===== src/rtl/return_stack.sv =====
// Hardware return-address stack: circular register array with a wrapping top pointer and sticky error flags.
// Define RETURN_STACK_WRAP_EN to make a push on a full stack overwrite the oldest entry instead of being dropped.
module return_stack #(
  parameter int unsigned DataWidth = 16,
  parameter int unsigned Depth     = 8,
  parameter int unsigned PtrWidth  = 3
) (
  input  logic                 Clk,
  input  logic                 Reset,
  input  logic                 Push,
  input  logic                 Pop,
  input  logic                 Err_Rst,
  input  logic [DataWidth-1:0] DIn,
  output logic [DataWidth-1:0] DOut,
  output logic [PtrWidth:0]    Count,
  output logic                 Empty,
  output logic                 Full,
  output logic                 Overflow,
  output logic                 Underflow
);

  localparam int unsigned CntWidth = PtrWidth + 1;
  localparam logic [CntWidth-1:0] DepthCnt = CntWidth'(Depth);

  logic [DataWidth-1:0] mem_q [Depth];
  logic [PtrWidth-1:0]  top_q, top_d;
  logic [CntWidth-1:0]  count_q, count_d;
  logic                 ovf_q, ovf_d;
  logic                 unf_q, unf_d;
  logic                 wr_en;
  logic [PtrWidth-1:0]  wr_idx;
  logic                 is_empty, is_full;

  assign is_empty = (count_q == '0);
  assign is_full  = (count_q == DepthCnt);

  // Next-state: replace, push, pop and error-flag updates; error events win over Err_Rst
  always_comb begin
    top_d   = top_q;
    count_d = count_q;
    ovf_d   = ovf_q & ~Err_Rst;
    unf_d   = unf_q & ~Err_Rst;
    wr_en   = 1'b0;
    wr_idx  = top_q + PtrWidth'(1);

    if (Push && Pop && !is_empty) begin
      wr_en  = 1'b1;
      wr_idx = top_q;
    end else if (Push) begin
      if (!is_full) begin
        wr_en   = 1'b1;
        top_d   = top_q + PtrWidth'(1);
        count_d = count_q + CntWidth'(1);
      end else begin
        ovf_d = 1'b1;
`ifdef RETURN_STACK_WRAP_EN
        wr_en = 1'b1;
        top_d = top_q + PtrWidth'(1);
`endif
      end
    end else if (Pop) begin
      if (!is_empty) begin
        top_d   = top_q - PtrWidth'(1);
        count_d = count_q - CntWidth'(1);
      end else begin
        unf_d = 1'b1;
      end
    end
  end

  always_ff @(posedge Clk) begin
    if (Reset) begin
      top_q   <= '0;
      count_q <= '0;
      ovf_q   <= 1'b0;
      unf_q   <= 1'b0;
    end else begin
      top_q   <= top_d;
      count_q <= count_d;
      ovf_q   <= ovf_d;
      unf_q   <= unf_d;
    end
  end

  // Storage is not reset; Count alone decides which entries are valid
  always_ff @(posedge Clk) begin
    if (wr_en && !Reset) begin
      mem_q[wr_idx] <= DIn;
    end
  end

  assign DOut      = is_empty ? '0 : mem_q[top_q];
  assign Count     = count_q;
  assign Empty     = is_empty;
  assign Full      = is_full;
  assign Overflow  = ovf_q;
  assign Underflow = unf_q;

endmodule


===== config.mk =====
export PLATFORM = sky130hd
export DESIGN_NAME = return_stack
export DESIGN_NICKNAME = d
export VERILOG_FILES = /design/src/rtl/return_stack.sv
export SDC_FILE = /design/constraint.sdc
export NUM_CORES = 1
export LEC_CHECK = 0
export ABC_AREA = 1
export BUFFER_PORTS_ARGS = -buffer_cell sky130_fd_sc_hd__buf_4
export CORE_MARGIN = 2
export CORE_UTILIZATION = 40
export CTS_BUF_LIST = sky130_fd_sc_hd__clkbuf_8
export DETAILED_ROUTE_END_ITERATION = 10
export RECOVER_POWER = 25
export SYNTH_ARGS = -nofsm -noshare
export SYNTH_HDL_FRONTEND = slang
export SYNTH_SLANG_ARGS = --single-unit
export TNS_END_PERCENT = 1

===== constraint.sdc =====
create_clock -name Clk -period 6.25 [get_ports Clk]
set_input_delay 1.875 -clock Clk [delete_from_list [all_inputs] [get_ports Clk]]
set_output_delay 1.875 -clock Clk [all_outputs]
set_load 0.1 [all_outputs]

==> load_flow_metrics.sql <==
INSERT INTO impl_metrics (metric_group, metric, value, unit) VALUES
('detailed_routing', 'detail_route.first_pass.iterations', '4', ''),
('layout', 'antenna_cells_inserted', '0', ''),
('detailed_routing', 'postRouteAntennaNets', '0', ''),
('global_route', 'gr-total-overflow', '0', ''),
('yosys', 'syn-cell-area', '5810', 'um^2'),
('clock_network', 'clock_sink_count', '140', ''),
('hold_path', 'min-delay-start', 'Underflow', ''),
('critical_path', 'critPathMaxFanout', '65', ''),
('timing', 'finClkSkew', '0.00871', 'ns'),
('global_route', 'grt_start_max_net_pins', '66', ''),
('global_route', 'antenna_found_initial', '0', ''),
('critical_path', 'critical_path.startpoint_type', 'register', ''),
('placed_design', 'hpwlAfterDp', '7300', 'um'),
('clock_network', 'clock_slew_seen_by_the_registers_of_the_worst_setup_and_hold_paths', '0.07', 'ns'),
('detailed_routing', 'via_count', '3829', ''),
('clock_network', 'clk-insertion-delay-late', '0.44', 'ns'),
('clock_network', 'cts-resized-gates', '0', ''),
('timing', 'final_sum_of_negative_setup_slack', '0', 'ns'),
('yosys', 'postSynthNetCount', '520', ''),
('hold_path', 'min-delay-path-class', 'register to register', ''),
('timing', 'finalHoldViolCount', '0', ''),
('timing', 'worst_slew_margin_rel', '0.291', ''),
('critical_path', 'cp_data_required_time', '4.38', 'ns'),
('yosys', 'yosys_most_used_dff', 'edfxtp_1', ''),
('global_route', 'grt_pass1_vias', '3771', ''),
('timing', 'final-setup-viol-count', '0', ''),
('flow_run', 'timing.max_cap.violations', '0', ''),
('clock_network', 'clock_tree.root_cell', 'clkbuf_8', ''),
('timing', 'finalCriticalPeriod', '4.76', 'ns'),
('critical_path', 'critPathKind', 'register to primary output', ''),
('clock_network', 'clock_tree.buffer_depth', '2', ''),
('yosys', 'synthesis.area_per_instance', '11.8', 'um^2'),
('placed_design', 'gp_routability_congestion', '0.725', ''),
('detailed_routing', 'post-route-drc-count', '0', ''),
('yosys', 'count_of_distinct_cell_types_in_the_synthesized_netlist', '29', ''),
('detailed_routing', 'drt_first_iter_violations', '401', ''),
('clock_network', 'num_cts_buffers', '17', ''),
('yosys', 'synth_common_cells', 'nor2_1 (131), edfxtp_1 (128), o21ai_0 (68), nand2_1 (50)', ''),
('clock_network', 'post-cts-setup-buffers', '0', ''),
('clock_network', 'h-tree-depth', '4', ''),
('outcome', 'status', 'complete, no violations', ''),
('floorplanning', 'initial_core_utilization', '0.405', ''),
('timing', 'grt_setup_unrepaired', 'no', ''),
('critical_path', 'worst_r2r_startpoint', 'Count[0]', ''),
('layout', 'number_of_fill_cells', '1303', ''),
('yosys', 'ys_ff_latch', '140', ''),
('detailed_routing', 'routed_wirelength', '12500', 'um'),
('yosys', 'synthDominantAreaCellType', 'edfxtp_1', ''),
('yosys', 'ys_top_cells_by_area', 'edfxtp_1 (66%), nor2_1 (8.5%), o21ai_0 (5.9%)', ''),
('layout', 'number_of_nets_at_the_end_of_the_flow', '571', ''),
('clock_network', 'tritoncts_clock_tree', 'yes', ''),
('layout', 'flow.area_growth_from_synthesis', '14.6', '%'),
('yosys', 'post-synth-top-count-cell', 'nor2_1', ''),
('placed_design', 'place.port_buffers', '44', ''),
('detailed_routing', 'wl_per_cell', '16.8', 'um'),
('global_route', 'wire_length_of_the_first_global_routing_pass', '20000', 'um'),
('critical_path', 'critPathArrivalTime', '2.88', 'ns'),
('floorplanning', 'placeableCoreArea', '14400', 'um^2'),
('floorplanning', 'chipWidth', '125', 'um'),
('floorplanning', 'die-height', '125', 'um'),
('timing', 'slew_violations', '0', ''),
('timing', 'final_min_period_over_clock_period', '0.761', ''),
('critical_path', 'endpoint_class_of_the_critical_path', 'primary output', ''),
('timing', 'max_freq', '210', 'MHz'),
('yosys', 'synth-edff-count', '128', ''),
('detailed_routing', 'avgViaCountPerCell', '5.16', ''),
('floorplanning', 'fp.dieArea', '15500', 'um^2'),
('floorplanning', 'site_rows', '44', ''),
('layout', 'layout-drive-gt1-share', '0.149', ''),
('global_route', 'grt.total_usage', '0.168', ''),
('yosys', 'async_sr_flop_fraction', '0', ''),
('yosys', 'share_of_synthesized_area_occupied_by_flip_flops_and_latches', '0.703', ''),
('yosys', 'netlist_instances', '494', ''),
('floorplanning', 'ioPinCount', '45', ''),
('timing', 'worst_margin_pin_slew', '1.06', 'ns'),
('clock_network', 'cts.hold.buffers_added', '0', ''),
('yosys', 'yosys_warning_count', '0', ''),
('yosys', 'synth_top_cell_area_share', '0.661', '');
## cells in the final DEF, fill, tap and decap left out, drive strengths merged
cell | synthesis | final
a21oi | 5 | 5
buf | 10 | 39
bufinv | 0 | 3
clkbuf | 13 | 33
clkinv | 0 | 8
dfxtp | 12 | 12
edfxtp | 128 | 128
fa | 1 | 1
ha | 4 | 4
inv | 16 | 20
nand2 | 55 | 55
nand3 | 7 | 7
nor2 | 134 | 134
o211ai | 16 | 16
o21ai | 70 | 70
o22ai | 16 | 16
or2 | 3 | 3
xor2 | 4 | 4
## routing by layer
layer	wire length [um]	track usage	vias up
li1	-	-	1840
met1	5670	0.224	1890
met2	6110	0.263	94
met3	654	0.0434	5
met4	61	0.0668	0
met5	0	0	-
## flip-flops by register name, indices dropped and copies added, names as in the netlist, named ones only
name and cells:
mem_q 128, Underflow 1, Overflow 1, top_q 3, Count 4
## per-stage QoR
stage	cells	area [um^2]	util	hold slack (ns)	setup WS [ns]
after global placement	710	6340	0.442	0.458	2.03
after detailed placement	710	6340	0.442	0.469	1.99
final	742	6660	0.463	0.474	1.49
after global routing	742	6660	0.463	0.508	1.27
after CTS	742	6720	0.468	0.481	1.49
after floorplan	494	5810	-	0.488	1.42
## cell families (layout without fill, tap and decap cells)
kind of cell	count (synthesis)	count (layout)	synth area share
flip-flops	140	140	0.703
buffers and inverters	39	103	0.0297
AND/OR/NAND/NOR	199	199	0.142
XOR/XNOR	4	4	0.00861
AO/OA/AOI/OAI	107	107	0.105
adder cells (fa/ha/maj)	5	5	0.0121
## final timing paths
| check | end | slack [ns] | depth (start not counted) |
|---|---|---|---|
| hold / removal | Underflow | 0.47 | 2 |
| hold reg to reg | Underflow | 0.47 | 2 |
| setup / recovery | DOut[2] | 1.49 | 7 |
| setup reg to reg | mem_q[0][13] | 3.40 | 7 |
## cell type report
| class | instances | area [um^2] | share of cell area |
|---|---|---|---|
| clock buffers | 17 | 234 | 0.0351 |
| repair buffers | 55 | 353 | 0.0530 |
| flip-flops and latches | 140 | 4090 | 0.613 |
| clock inverters | 15 | 140 | 0.0210 |
| multi-input cells | 315 | 1560 | 0.234 |
| inverters | 16 | 60.1 | 0.00902 |
| well taps | 184 | 230 | 0.0346 |
## critical path, stage by stage, from the launching register on
cell     delay, ns
dfxtp_2       0.31
buf_4         0.30
inv_2         0.85
o21ai_0       0.20
o22ai_1       0.18
nor2_1        0.06
nor2_1        0.18
buf_4         0.32
Power is not shown: default switching activity piles up to over one toggle a cycle in this logic, so the estimate is an artifact.
